--- config.mk ---
export PLATFORM = sky130hd
export DESIGN_NAME = ram_bus_arbiter_flat
export DESIGN_NICKNAME = d
export VERILOG_FILES = /design/src/rtl/ram_bus_arbiter_pkg.sv /design/src/rtl/ram_bus_arbiter_if.sv /design/src/rtl/ram_bus_arbiter_rr_priority_select.sv /design/src/rtl/ram_bus_arbiter.sv /design/src/flat_wrapper.sv
export SDC_FILE = /design/constraint.sdc
export NUM_CORES = 1
export LEC_CHECK = 0
export BUFFER_PORTS_ARGS = -buffer_cell sky130_fd_sc_hd__buf_2
export CAP_MARGIN = 15
export CELL_PAD_IN_SITES_DETAIL_PLACEMENT = 2
export CELL_PAD_IN_SITES_GLOBAL_PLACEMENT = 2
export CORE_MARGIN = 2
export CORE_UTILIZATION = 25
export DETAILED_ROUTE_END_ITERATION = 10
export PLACE_DENSITY_LB_ADDON = 0.25
export SETUP_SLACK_MARGIN = 0.5
export SYNTH_ARGS = -nofsm -noshare
export SYNTH_HDL_FRONTEND = slang
export SYNTH_SLANG_ARGS = --single-unit
--- constraint.sdc ---
create_clock -name clk -period 2.1 [get_ports clk]
set_input_delay 0.42 -clock clk [delete_from_list [all_inputs] [get_ports clk]]
set_output_delay 0.42 -clock clk [all_outputs]
set_load 0.03 [all_outputs]
--- src/rtl/ram_bus_arbiter_pkg.sv ---
// Shared types and constants for the two-master RAM bus arbiter.
package ram_bus_arbiter_pkg;

  localparam int DEF_DATA_WIDTH    = 32;
  localparam int DEF_ADDR_WIDTH    = 32;
  localparam int DEF_ACCESS_CYCLES = 2;
  localparam int DEF_MAX_LOCK      = 8;

  // Master indices as carried by owner / last_winner
  localparam logic M0 = 1'b0;
  localparam logic M1 = 1'b1;

  typedef enum logic [1:0] {
    IDLE,
    ACCESS,
    ACK
  } state_t;

endpackage

--- src/rtl/ram_bus_arbiter_if.sv ---
// Bundle of the two master request ports, the shared RAM bus and the grant.
// slave: the arbiter's view. master: the view of the masters plus the RAM.
interface ram_bus_arbiter_if
  import ram_bus_arbiter_pkg::*;
#(
  parameter int DATA_WIDTH = DEF_DATA_WIDTH,
  parameter int ADDR_WIDTH = DEF_ADDR_WIDTH
);

  logic                  m0_req;
  logic [ADDR_WIDTH-1:0] m0_adr;
  logic                  m0_we;
  logic [DATA_WIDTH-1:0] m0_wdata;
  logic [DATA_WIDTH-1:0] m0_rdata;
  logic                  m0_ack;

  logic                  m1_req;
  logic [ADDR_WIDTH-1:0] m1_adr;
  logic                  m1_we;
  logic [DATA_WIDTH-1:0] m1_wdata;
  logic [DATA_WIDTH-1:0] m1_rdata;
  logic                  m1_ack;
  logic                  m1_lock;

  logic [ADDR_WIDTH-1:0] bus_adr;
  logic                  bus_we;
  logic [DATA_WIDTH-1:0] bus_wdata;
  logic [DATA_WIDTH-1:0] bus_rdata;

  logic [1:0]            grant;

  modport slave (
    input  m0_req, m0_adr, m0_we, m0_wdata,
    output m0_rdata, m0_ack,
    input  m1_req, m1_adr, m1_we, m1_wdata, m1_lock,
    output m1_rdata, m1_ack,
    output bus_adr, bus_we, bus_wdata,
    input  bus_rdata,
    output grant
  );

  modport master (
    output m0_req, m0_adr, m0_we, m0_wdata,
    input  m0_rdata, m0_ack,
    output m1_req, m1_adr, m1_we, m1_wdata, m1_lock,
    input  m1_rdata, m1_ack,
    input  bus_adr, bus_we, bus_wdata,
    output bus_rdata,
    input  grant
  );

endinterface

--- src/rtl/ram_bus_arbiter_rr_priority_select.sv ---
// Combinational two-way winner pick: round-robin on a tie, with master 1
// allowed to keep the bus while its lock qualifier is true.
module rr_priority_select
  import ram_bus_arbiter_pkg::*;
(
  input  logic req0,
  input  logic req1,
  input  logic last_winner,
  input  logic lock_ok,
  output logic valid,
  output logic winner
);

  // Pick the winner among the current requesters
  always_comb begin
    valid  = req0 | req1;
    winner = M0;
    if (req0 && req1) begin
      if (last_winner == M1 && lock_ok) begin
        winner = M1;
      end else begin
        winner = ~last_winner;
      end
    end else if (req1) begin
      winner = M1;
    end
  end

endmodule

--- src/rtl/ram_bus_arbiter.sv ---
// Two-master arbiter for the single-port data RAM bus. Each access holds the
// bus for ACCESS_CYCLES cycles, then returns a one-cycle ack and read data.
module ram_bus_arbiter
  import ram_bus_arbiter_pkg::*;
#(
  parameter int DATA_WIDTH    = DEF_DATA_WIDTH,
  parameter int ADDR_WIDTH    = DEF_ADDR_WIDTH,
  parameter int ACCESS_CYCLES = DEF_ACCESS_CYCLES,
  parameter int MAX_LOCK      = DEF_MAX_LOCK
) (
  input logic              clk,
  input logic              rst,
  ram_bus_arbiter_if.slave arb
);

  localparam int CNT_W  = (ACCESS_CYCLES > 1) ? $clog2(ACCESS_CYCLES) : 1;
  localparam int LOCK_W = $clog2(MAX_LOCK + 1);
  localparam logic [CNT_W-1:0]  CNT_LOAD = CNT_W'(ACCESS_CYCLES - 1);
  localparam logic [LOCK_W-1:0] LOCK_MAX = LOCK_W'(MAX_LOCK);

  state_t                state;
  state_t                next_state;
  logic [CNT_W-1:0]      cnt;
  logic                  owner;
  logic                  last_winner;
  logic [LOCK_W-1:0]     lock_cnt;
  logic                  lock_ok;
  logic                  pick_valid;
  logic                  pick_winner;
  logic [ADDR_WIDTH-1:0] sel_adr;
  logic                  sel_we;
  logic [DATA_WIDTH-1:0] sel_wdata;

  assign lock_ok = arb.m1_lock && (lock_cnt < LOCK_MAX);

  rr_priority_select u_select (
    .req0        (arb.m0_req),
    .req1        (arb.m1_req),
    .last_winner (last_winner),
    .lock_ok     (lock_ok),
    .valid       (pick_valid),
    .winner      (pick_winner)
  );

  // Route the winning master's request fields toward the bus registers
  always_comb begin
    sel_adr   = arb.m0_adr;
    sel_we    = arb.m0_we;
    sel_wdata = arb.m0_wdata;
    if (pick_winner == M1) begin
      sel_adr   = arb.m1_adr;
      sel_we    = arb.m1_we;
      sel_wdata = arb.m1_wdata;
    end
  end

  // Next-state decode
  always_comb begin
    next_state = state;
    unique case (state)
      IDLE:    if (pick_valid) next_state = ACCESS;
      ACCESS:  if (cnt == '0) next_state = ACK;
      ACK:     next_state = IDLE;
      default: next_state = IDLE;
    endcase
  end

  // State register
  always_ff @(posedge clk) begin
    if (rst) begin
      state <= IDLE;
    end else begin
      state <= next_state;
    end
  end

  // Bus drive, access counter, read-data capture and ack pulses
  always_ff @(posedge clk) begin
    if (rst) begin
      owner         <= M0;
      cnt           <= '0;
      arb.grant     <= '0;
      arb.bus_adr   <= '0;
      arb.bus_we    <= 1'b0;
      arb.bus_wdata <= '0;
      arb.m0_ack    <= 1'b0;
      arb.m1_ack    <= 1'b0;
      arb.m0_rdata  <= '0;
      arb.m1_rdata  <= '0;
    end else begin
      arb.m0_ack <= 1'b0;
      arb.m1_ack <= 1'b0;
      arb.bus_we <= 1'b0;
      unique case (state)
        IDLE: begin
          if (pick_valid) begin
            owner         <= pick_winner;
            arb.grant     <= (pick_winner == M1) ? 2'b10 : 2'b01;
            arb.bus_adr   <= sel_adr;
            arb.bus_we    <= sel_we;
            arb.bus_wdata <= sel_wdata;
            cnt           <= CNT_LOAD;
          end
        end
        ACCESS: begin
          if (cnt == '0) begin
            if (owner == M1) begin
              arb.m1_rdata <= arb.bus_rdata;
              arb.m1_ack   <= 1'b1;
            end else begin
              arb.m0_rdata <= arb.bus_rdata;
              arb.m0_ack   <= 1'b1;
            end
          end else begin
            cnt <= cnt - CNT_W'(1);
          end
        end
        ACK: begin
          arb.grant <= '0;
        end
        default: begin
          arb.grant <= '0;
        end
      endcase
    end
  end

  // Round-robin history and master-1 lock run length
  always_ff @(posedge clk) begin
    if (rst) begin
      last_winner <= M1;
      lock_cnt    <= '0;
    end else begin
      if (state == ACK) begin
        last_winner <= owner;
      end
      if (!arb.m1_lock) begin
        lock_cnt <= '0;
      end else if (state == ACK) begin
        if (owner == M1) begin
          lock_cnt <= (lock_cnt == LOCK_MAX) ? lock_cnt : lock_cnt + LOCK_W'(1);
        end else begin
          lock_cnt <= '0;
        end
      end
    end
  end

endmodule

--- src/flat_wrapper.sv ---
// flat-port wrapper written by rule: the top's interface ports become plain ports
module ram_bus_arbiter_flat import ram_bus_arbiter_pkg::*;
#(
  parameter int DATA_WIDTH    = DEF_DATA_WIDTH,
  parameter int ADDR_WIDTH    = DEF_ADDR_WIDTH,
  parameter int ACCESS_CYCLES = DEF_ACCESS_CYCLES,
  parameter int MAX_LOCK      = DEF_MAX_LOCK
)
  (clk, rst, arb_m0_req, arb_m0_adr, arb_m0_we, arb_m0_wdata, arb_m0_rdata, arb_m0_ack, arb_m1_req, arb_m1_adr, arb_m1_we, arb_m1_wdata, arb_m1_lock, arb_m1_rdata, arb_m1_ack, arb_bus_adr, arb_bus_we, arb_bus_wdata, arb_bus_rdata, arb_grant);
  ram_bus_arbiter_if #(.DATA_WIDTH(DATA_WIDTH), .ADDR_WIDTH(ADDR_WIDTH)) arb_i ();
  input logic clk;
  input logic rst;
  input wire logic [$bits(arb_i.m0_req)-1:0] arb_m0_req;
  input wire logic [$bits(arb_i.m0_adr)-1:0] arb_m0_adr;
  input wire logic [$bits(arb_i.m0_we)-1:0] arb_m0_we;
  input wire logic [$bits(arb_i.m0_wdata)-1:0] arb_m0_wdata;
  output wire logic [$bits(arb_i.m0_rdata)-1:0] arb_m0_rdata;
  output wire logic [$bits(arb_i.m0_ack)-1:0] arb_m0_ack;
  input wire logic [$bits(arb_i.m1_req)-1:0] arb_m1_req;
  input wire logic [$bits(arb_i.m1_adr)-1:0] arb_m1_adr;
  input wire logic [$bits(arb_i.m1_we)-1:0] arb_m1_we;
  input wire logic [$bits(arb_i.m1_wdata)-1:0] arb_m1_wdata;
  input wire logic [$bits(arb_i.m1_lock)-1:0] arb_m1_lock;
  output wire logic [$bits(arb_i.m1_rdata)-1:0] arb_m1_rdata;
  output wire logic [$bits(arb_i.m1_ack)-1:0] arb_m1_ack;
  output wire logic [$bits(arb_i.bus_adr)-1:0] arb_bus_adr;
  output wire logic [$bits(arb_i.bus_we)-1:0] arb_bus_we;
  output wire logic [$bits(arb_i.bus_wdata)-1:0] arb_bus_wdata;
  input wire logic [$bits(arb_i.bus_rdata)-1:0] arb_bus_rdata;
  output wire logic [$bits(arb_i.grant)-1:0] arb_grant;
  assign arb_i.m0_req = arb_m0_req;
  assign arb_i.m0_adr = arb_m0_adr;
  assign arb_i.m0_we = arb_m0_we;
  assign arb_i.m0_wdata = arb_m0_wdata;
  assign arb_m0_rdata = arb_i.m0_rdata;
  assign arb_m0_ack = arb_i.m0_ack;
  assign arb_i.m1_req = arb_m1_req;
  assign arb_i.m1_adr = arb_m1_adr;
  assign arb_i.m1_we = arb_m1_we;
  assign arb_i.m1_wdata = arb_m1_wdata;
  assign arb_i.m1_lock = arb_m1_lock;
  assign arb_m1_rdata = arb_i.m1_rdata;
  assign arb_m1_ack = arb_i.m1_ack;
  assign arb_bus_adr = arb_i.bus_adr;
  assign arb_bus_we = arb_i.bus_we;
  assign arb_bus_wdata = arb_i.bus_wdata;
  assign arb_i.bus_rdata = arb_bus_rdata;
  assign arb_grant = arb_i.grant;
  ram_bus_arbiter #(.DATA_WIDTH(DATA_WIDTH), .ADDR_WIDTH(ADDR_WIDTH), .ACCESS_CYCLES(ACCESS_CYCLES), .MAX_LOCK(MAX_LOCK)) u_core (.clk(clk), .rst(rst), .arb(arb_i));
endmodule
==> impl_metrics.ini, run 1 <==
[timing]
rsz0062_at_grt = true
fin_crit_ns = 1.516
setup_ws_ns = 0.5841
slew-limit-headroom_pct = 59.98
worst_pin_slew_ns = 0.6002
fmax_ghz = 0.6597
fin_setup_tns_ns = 0
hold_viol = 0
drv_slew = 0
min_period_over_period_pct = 72.19
finalSetupViolations = 0
clock_skew_ns = 0.009583

[detailed_routing]
dr.pass1.iters = 4
wl_met3_mm = 1.761
routed_wl_mm = 22.57
dr.max_layer_used = met4
viasPerCell = 4.722
wl_per_cell_um = 17.57
drc = 0
drtIter0Drc = 168
wl_met1_mm = 9.639
postRouteAntennaNets = 0
dr_wl_met2_mm = 10.78
num_vias = 6068

[critical_path]
regToRegSetupSlack_ns = 0.58
worstPathArrival_ns = 1.87
cp-end-kind = flip-flop
required_ns = 2.45
crit_path_max_fanout = 8
startpoint_type = flip-flop
critPathKind = reg2reg

[placed_design]
placed_cell_area_um2 = 7431
dp.cells = 1244
port_buffers = 299
hpwl_mm = 15.85
place.gp.congestion = 0.7246
pre_cts_ws_ns = 0.2405

[logic_synthesis]
syn_nets = 872
synth_cells = 703
ys_seq_area_share_pct = 50.58
synth.distinct_cells = 33
syn_area_per_cell_um2 = 7.995
ys_seq_elements = 142
ys_warn_count = 0
netlist_area_um2 = 5620

[clocking]
htree_levels = 4
cts_buffers = 17
clk_latency_ns = 0.43
ctsHoldBuffers = 0
clock-sinks = 142
path_clk_slew_ns = 0.07
clock_path_buffers = 2
cts_tree = built
cts-root-buf = clkbuf_16

[pwr]
vdd_drop_max_mv = 0.3868
finalPower_mw = 7.697
cellLeakagePower_nw = 3.759
powerDensity_nw_per_um2 = 947.6

[final_layout]
final_common_cell = buf_2
nNetsFinal = 1160
final_cells = 1285
layout-drive-gt1-share_pct = 37.35
stdcell_area_um2 = 8123
fill_cells = 2639
final_cell_mix = buf_2 (298), nand2_1 (198), dfxtp_1 (140)
areaGrowthSynthToFinish_pct = 44.52

[grt]
grt_pass1_vias = 6492
grt_antenna_before_repair = 1
grt_max_degree = 68
overflow = 0
grt_pass1_wl_mm = 35.07
grt.total_usage_pct = 18.72

[floorplanning]
initial_core_util_pct = 25.60
fp.dieH_um = 153.9
core_region_area_um2 = 21960
io_pins = 300
std_cell_rows = 54
die_w_um = 153.9
die_area_um2 = 23700

[worst_hold_path]
hold_path.class = in2reg

[run]
drv_cap = 0

[run_status]
status = finished clean
-- per-stage QoR --
step	hold slack [ns]	util (%)
finish	0.2262	36.99
global route	0.2267	36.99
CTS	0.2102	36.75
detailed placement	0.4463	33.84
global placement	0.4397	33.84
floorplan	0.4620	-
-- worst max-delay path: stages, from the launching register on --
cell     delay [ns]
dfxtp_4        0.40
or3b_4         0.47
nor2_8         0.22
buf_4          0.19
nand2_1        0.06
a21oi_1        0.11
-- timing repair --
item / 4_1_cts / 5_1_grt
endpoints found under the hold margin: 0 / 0
cloned: 0 / 1
buffers inserted: 6 / 1
pin swaps: 1 / 1
gates resized for setup: 3 / 6
setup endpoints to repair: 51 / 91
-- synth_stat cells, drive strengths merged --
master	instances	area, µm²
a2111oi	1	8.760
nor3	4	31.28
nor2	76	317.8
xor2	2	17.52
dfxtp	142	2843
nand4	3	18.77
ha	2	25.02
nor2b	3	18.77
nand3	1	5.000
buf	32	211.5
a211oi	64	480.5
a21o	1	7.510
a22oi	1	7.510
a21oi	132	683.2
a211o	1	8.760
mux2i	2	20.02
o21ai	3	18.76
or3b	1	11.26
o21a	1	7.510
nand2	198	743.2
clkbuf	26	97.59
nand4b	1	8.760
nand2b	1	6.260
inv	4	15.01
nor3b	1	7.510
-- where the power goes --
part / leakage (nW) / switching [mW] / internal, mW
Sequential: 1.17 / 0.117 / 2.92
Clock: 0.268 / 1.29 / 1.65
Combinational: 2.33 / 1.14 / 0.579
Total: 3.76 / 2.55 / 5.15
-- sequential cells by signal (all words and copies together) (netlist names) --
register	cells
u_core.lock_cnt	4
u_core.arb.bus_adr	32
u_core.arb.m1_rdata	32
u_core.arb.bus_we	1
u_core.last_winner	1
u_core.state	2
u_core.cnt	1
u_core.arb.m0_ack	1
u_core.arb.m1_ack	1
u_core.arb.grant	2
u_core.arb.bus_wdata	32
u_core.arb.m0_rdata	32
u_core.owner	1
-- worst paths after layout --
path	end	start	cells past startpoint
min	u_core.arb.bus_wdata[31]$_SDFFE_PP0P_	arb_m0_wdata[31]	3
max reg2reg	u_core.arb.m1_rdata[13]$_SDFFE_PP0P_	u_core.state[0]$_SDFFE_PP0P_	5
min reg2reg	u_core.arb.m0_rdata[31]$_SDFFE_PP0P_	u_core.arb.m0_rdata[31]$_SDFFE_PP0P_	2
max	u_core.arb.m1_rdata[13]$_SDFFE_PP0P_	u_core.state[0]$_SDFFE_PP0P_	5
-- metal layers --
layer	vias to the layer above	track usage, %
li1	2937	-
met1	2896	22.15
met2	212	31.13
met3	23	7.131
met4	0	6.364
met5	-	0
-- cells by family after synthesis --
| kind of cell | share of synthesized area [%] |
|---|---|
| AO/OA/AOI/OAI | 21.75 |
| XOR/XNOR | 0.3117 |
| AND/OR/NAND/NOR | 20.79 |
| buffers and inverters | 5.766 |
| multiplexers | 0.3562 |
| adder cells (fa/ha/maj) | 0.4452 |
| flip-flops | 50.58 |
-- cell type report --
| type | instances | area, µm² | area share [%] |
|---|---|---|---|
| Timing Repair Buffer | 327 | 1867 | 22.98 |
| Tap cell | 280 | 350.3 | 4.313 |
| Clock inverter | 14 | 132.6 | 1.633 |
| Inverter | 4 | 15.01 | 0.1848 |
| Sequential cell | 142 | 2848 | 35.06 |
| Antenna cell | 1 | 2.502 | 0.03081 |
| Clock buffer | 18 | 429.2 | 5.283 |
| Multi-Input combinational cell | 499 | 2479 | 30.51 |
Note: power is estimated with default switching activity, not from simulation.
==> run 2: changes to the inputs <==
- CORE_UTILIZATION: 25 -> 23
- clock period: 2.1 -> 1.4 ns (I/O delays scaled with it)
==> run 2 against run 1 <==
Compared with the run above: the flow now finishes with violations (setup timing); design area up 23%; first-iteration DRC count up 20%; sequential share of layout area down 5.7 points; via count up 5.2%; register-to-register slack worse by 0.72 ns; fmax down 0.98%; critical endpoint is now u_core.arb.bus_wdata[25]$_SDFFE_PP0P_; highest routed layer unchanged.
==> impl_metrics.ini, run 2 (synthesis gave the netlist of run 1 again) <==
[clocking]
clock-sinks = 142
htree_levels = 4
clk_latency_ns = 0.42
cts_tree = built
ctsHoldBuffers = 0
path_clk_slew_ns = 0.07
clock_path_buffers = 2
cts-root-buf = clkbuf_16
cts_buffers = 17

[critical_path]
crit_family = buffers and inverters
worstPathArrival_ns = 1.85
required_ns = 1.72
startpoint_type = flip-flop
crit_path_max_fanout = 5
path_cells = buf_6, nor3_4, buf_6, clkbuf_16, clkbuf_16, nor2_1, a211oi_1
critPathKind = reg2reg
critPathBufInv = 4
cp_slowest_cell = dfxtp_4
cp-end-kind = flip-flop
critPathMaxStageDelay_ns = 0.36

[timing]
rsz0062_at_grt = true
worst_pin_slew_ns = 0.4705
finalHoldWorstSlack_ns = 0.1013
setup_ws_ns = -0.1310
fin_crit_ns = 1.531
finalSetupViolations = 99
drv_slew = 0
fmax_ghz = 0.6532
hold_viol = 0
min_period_over_period_pct = 109.4
slew-limit-headroom_pct = 68.52
clock_skew_ns = 0.01158

[run_status]
status = finished, violations left
violations = setup timing

[detailed_routing]
dr.pass1.iters = 4
routed_wl_mm = 25.78
viasPerCell = 4.601
wl_per_cell_um = 18.59
num_vias = 6382
drc = 0
drtIter0Drc = 202
postRouteAntennaNets = 0

[placed_design]
placed_cell_area_um2 = 7828
port_buffers = 299
place.gp.congestion = 0.7498
hpwl_mm = 17.05

[pwr]
cellLeakagePower_nw = 4.320
vdd_drop_max_mv = 0.7709
powerDensity_nw_per_um2 = 1284

[grt]
grt_pass1_wl_mm = 37.03
grt.total_usage_pct = 18.23
overflow = 0
grt_pass1_vias = 6452
grt_antenna_before_repair = 3
grt_max_degree = 73

[final_layout]
layout-drive-gt1-share_pct = 60.34
final_common_cell = buf_2
fill_cells = 2666
final_cell_mix = buf_2 (229), nand2_1 (184), a21oi_1 (88)
stdcell_area_um2 = 10030
areaGrowthSynthToFinish_pct = 78.47
final_util_pct = 41.49
nNetsFinal = 1216

[floorplanning]
core_region_area_um2 = 24180
io_pins = 300
die_w_um = 160.3
std_cell_rows = 57
fp.dieH_um = 160.3
die_area_um2 = 25700
initial_core_util_pct = 23.25

[worst_hold_path]
hold_path.class = in2reg

[run]
drv_cap = 0
-- run 2: cell count changes in the layout (fill, tap and decap cells not counted), moves of 38 or more --
| cell | previous run | this run |
|---|---|---|
| a211oi_1 | 64 | 16 |
| a211oi_2 | 0 | 48 |
| a21oi_1 | 126 | 88 |
| a21oi_2 | 6 | 44 |
| buf_2 | 298 | 229 |
| buf_6 | 2 | 75 |
| dfxtp_1 | 140 | 77 |
| dfxtp_2 | 1 | 58 |
| nor2_1 | 74 | 36 |
-- run 2: cell type report --
class,instances,area (µm²),share of cell area [%]
Multi-Input combinational cell,499,3128,31.18
Timing Repair Buffer,383,2959,29.50
Sequential cell,142,2942,29.33
Clock buffer,18,439.2,4.378
Tap cell,324,405.4,4.041
Clock inverter,13,132.6,1.322
Inverter,4,15.01,0.1497
Antenna cell,4,10.01,0.09979
-- run 2: worst reg2reg max path: cells and delay by family (launching register included) --
family,cells,cell delay (ns)
AO/OA/AOI/OAI,1,0.19
buffers and inverters,4,0.61
flip-flops,1,0.36
AND/OR/NAND/NOR,2,0.28
-- run 2: timing repair --
action	in CTS	in global routing
pin swaps	21	39
hold endpoints to repair	0	0
gates resized for setup	67	371
setup buffers	5	27
endpoints found under the setup margin	275	275
cloned	3	4
-- run 2: path summary, 6_finish.rpt --
check | from | to | slack (ns) | cells after the start
max | u_core.state[0]$_SDFFE_PP0P_ | u_core.arb.bus_wdata[25]$_SDFFE_PP0P_ | -0.13 | 7
min | arb_m0_wdata[12] | u_core.arb.bus_wdata[12]$_SDFFE_PP0P_ | 0.10 | 3
max reg2reg | u_core.state[0]$_SDFFE_PP0P_ | u_core.arb.bus_wdata[25]$_SDFFE_PP0P_ | -0.13 | 7
min reg2reg | u_core.arb.m0_rdata[3]$_SDFFE_PP0P_ | u_core.arb.m0_rdata[3]$_SDFFE_PP0P_ | 0.45 | 2
-- run 2: stage by stage --
step,cells,total power [mW],setup TNS [ns],worst slack (ns)
floorplan,703,6.301,0,0.05038
detailed placement,1313,7.430,-9.283,-0.1922
CTS,1352,12.21,-2.013,-0.06218
finish,1387,12.88,-2.533,-0.1310
global route,1386,13.54,-11.10,-0.2274
global placement,1313,7.378,-6.182,-0.1218
-- run 2: power breakdown --
part | internal, mW | switching (mW) | total [mW]
sequential | 4.42 | 0.242 | 4.66
combinational | 1.61 | 2.12 | 3.73
clock | 2.53 | 1.96 | 4.49
total | 8.57 | 4.31 | 12.9
-- run 2: per-layer routing --
layer / vias up / track usage [%] / share of wire, %
li1: 3062 / - / -
met1: 3127 / 22.23 / 42
met2: 164 / 32.45 / 52
met3: 29 / 3.409 / 3.7
met4: 0 / 5.856 / 1.9
met5: - / 0 / 0
==> run 3: changes to the inputs <==
- BUFFER_PORTS_ARGS: -buffer_cell sky130_fd_sc_hd__buf_2 -> -buffer_cell sky130_fd_sc_hd__buf_4
- CELL_PAD_IN_SITES_DETAIL_PLACEMENT: 2 -> 1
==> run 3 against run 2 <==
Compared with the run above: the flow still finishes with violations (setup timing); wire length decreased by 4.5%; design area increased by 8.9%; clock skew about the same; die area unchanged; fmax increased by 5.5%; sequential share of layout area decreased by 2.3 points; global-route usage decreased by 0.41 points; power increased by 2.9%; via count decreased by 2.1%; largest cell class is now non-clock buffers.
==> impl_metrics.ini, run 3 (synthesis gave the netlist of run 1 again) <==
[worst_hold_path]
hold_path.class = in2reg

[timing]
min_period_over_period_pct = 103.6
slew-limit-headroom_pct = 73.47
fin_setup_tns_ns = -0.7205
fin_crit_ns = 1.451
hold_viol = 0
clock_skew_ns = 0.01147
drv_slew = 0
rsz0062_at_grt = true
fmax_ghz = 0.6893
worst_pin_slew_ns = 0.3980
finalSetupViolations = 44
setup_ws_ns = -0.05082

[floorplanning]
io_pins = 300
initial_core_util_pct = 23.25
std_cell_rows = 57
fp.dieH_um = 160.3
die_w_um = 160.3
die_area_um2 = 25700
core_region_area_um2 = 24180

[detailed_routing]
dr_wl_met2_mm = 12.69
num_vias = 6248
viasPerCell = 4.521
drtIter0Drc = 257
dr.max_layer_used = met4
wl_per_cell_um = 17.81
drc = 0
routed_wl_mm = 24.62
dr.pass1.iters = 4
wl_met1_mm = 10.51
postRouteAntennaNets = 0
wl_met3_mm = 1.010

[clocking]
ctsHoldBuffers = 0
cts_buffers = 17
path_clk_slew_ns = 0.06
cts_tree = built
clock_path_buffers = 2
htree_levels = 4
clock-sinks = 142
clk_latency_ns = 0.42
cts-root-buf = clkbuf_16

[placed_design]
place.gp.congestion = 0.7853
port_buffers = 299
pre_cts_ws_ns = -0.1891
dp.cells = 1303
hpwl_mm = 15.77

[final_layout]
nNetsFinal = 1215
final_cells = 1382
final_common_cell = buf_4
layout-drive-gt1-share_pct = 61.06
diodes = 0
areaGrowthSynthToFinish_pct = 94.41
fill_cells = 2742
final_cell_mix = buf_4 (235), nand2_1 (175), buf_6 (107)

[pwr]
powerDensity_nw_per_um2 = 1214
vdd_drop_max_mv = 0.7212
cellLeakagePower_nw = 4.620

[grt]
grt.total_usage_pct = 17.82
grt_antenna_before_repair = 0
overflow = 0
grt_max_degree = 62
grt_pass1_wl_mm = 35.90
grt_pass1_vias = 6253

[critical_path]
startpoint = u_core.state[0]$_SDFFE_PP0P_
required_ns = 1.75
worstPathArrival_ns = 1.80
endpoint = u_core.arb.m0_rdata[19]$_SDFFE_PP0P_
regToRegSetupSlack_ns = -0.05
r2r_cells = 6
startpoint_type = flip-flop
cp-end-kind = flip-flop
critPathKind = reg2reg
r2r_start = u_core.state[0]$_SDFFE_PP0P_
worstReg2RegEnd = u_core.arb.m0_rdata[19]$_SDFFE_PP0P_
crit_path_max_fanout = 6

[run_status]
violations = setup timing
status = finished, violations left

[run]
drv_cap = 0
run 3: cell count changes in the layout (fill, tap and decap cells not counted), sizes merged, moves of 3 or more:
cell and delta:
inv -3, clkbuf +4, diode -4, buf -3
run 3: per-stage QoR:
| step | total power [mW] | area (µm²) | utilization, % | hold slack [ns] |
|---|---|---|---|---|
| after floorplan | 6.301 | 5752 | - | 0.4160 |
| after global placement | 7.630 | 8511 | 35.20 | 0.4437 |
| after detailed placement | 7.654 | 8511 | 35.20 | 0.4502 |
| after CTS | 12.71 | 9618 | 39.78 | 0.07920 |
| after global routing | 13.86 | 10930 | 45.19 | 0.08322 |
| final | 13.26 | 10930 | 45.19 | 0.1026 |
run 3: worst min-delay path by stage:
stage / end / startpoint / depth (start not counted)
after CTS: u_core.arb.bus_adr[16]$_SDFFE_PP0P_ / arb_m0_adr[16] / 3
after detailed placement: u_core.arb.m0_rdata[31]$_SDFFE_PP0P_ / u_core.arb.m0_rdata[31]$_SDFFE_PP0P_ / 2
final: u_core.arb.m0_rdata[18]$_SDFFE_PP0P_ / arb_bus_rdata[18] / 3
after global placement: u_core.arb.m0_rdata[16]$_SDFFE_PP0P_ / u_core.arb.m0_rdata[16]$_SDFFE_PP0P_ / 2
after global routing: u_core.arb.m0_rdata[18]$_SDFFE_PP0P_ / arb_bus_rdata[18] / 3
after floorplan: u_core.arb.m0_rdata[22]$_SDFFE_PP0P_ / arb_bus_rdata[22] / 2
run 3: per-layer routing:
metal,track usage [%],vias up
met5,0,-
met4,4.791,0
met3,4.261,25
met2,31.35,150
met1,21.82,3007
li1,-,3066
run 3: area by class of cell:
class | count | area (µm²) | share of cell area [%]
multi-input cells | 499 | 3112 | 28.48
clock buffers | 20 | 456.7 | 4.180
repair buffers | 382 | 3850 | 35.23
inverters | 4 | 15.01 | 0.1374
flip-flops and latches | 142 | 2955 | 27.05
well taps | 324 | 405.4 | 3.710
clock inverters | 11 | 132.6 | 1.214
run 3: power by group:
part | internal (mW) | switching, mW | leakage [nW]
Sequential | 4.43 | 0.229 | 1.20
Clock | 2.74 | 1.90 | 0.283
Combinational | 1.88 | 2.09 | 3.14
run 3: worst max-delay path: stages (launching register included):
cell	delay, ns
dfxtp_2	0.34
or3b_4	0.45
nor2_8	0.16
buf_6	0.12
buf_12	0.13
nand2_2	0.06
a21oi_2	0.12
run 3: what timing repair did:
item | in CTS | in global routing
pin swaps | 42 | 57
setup buffers | 12 | 22
gates resized for setup | 64 | 287
gates cloned | 7 | 7
setup endpoints to repair | 275 | 275
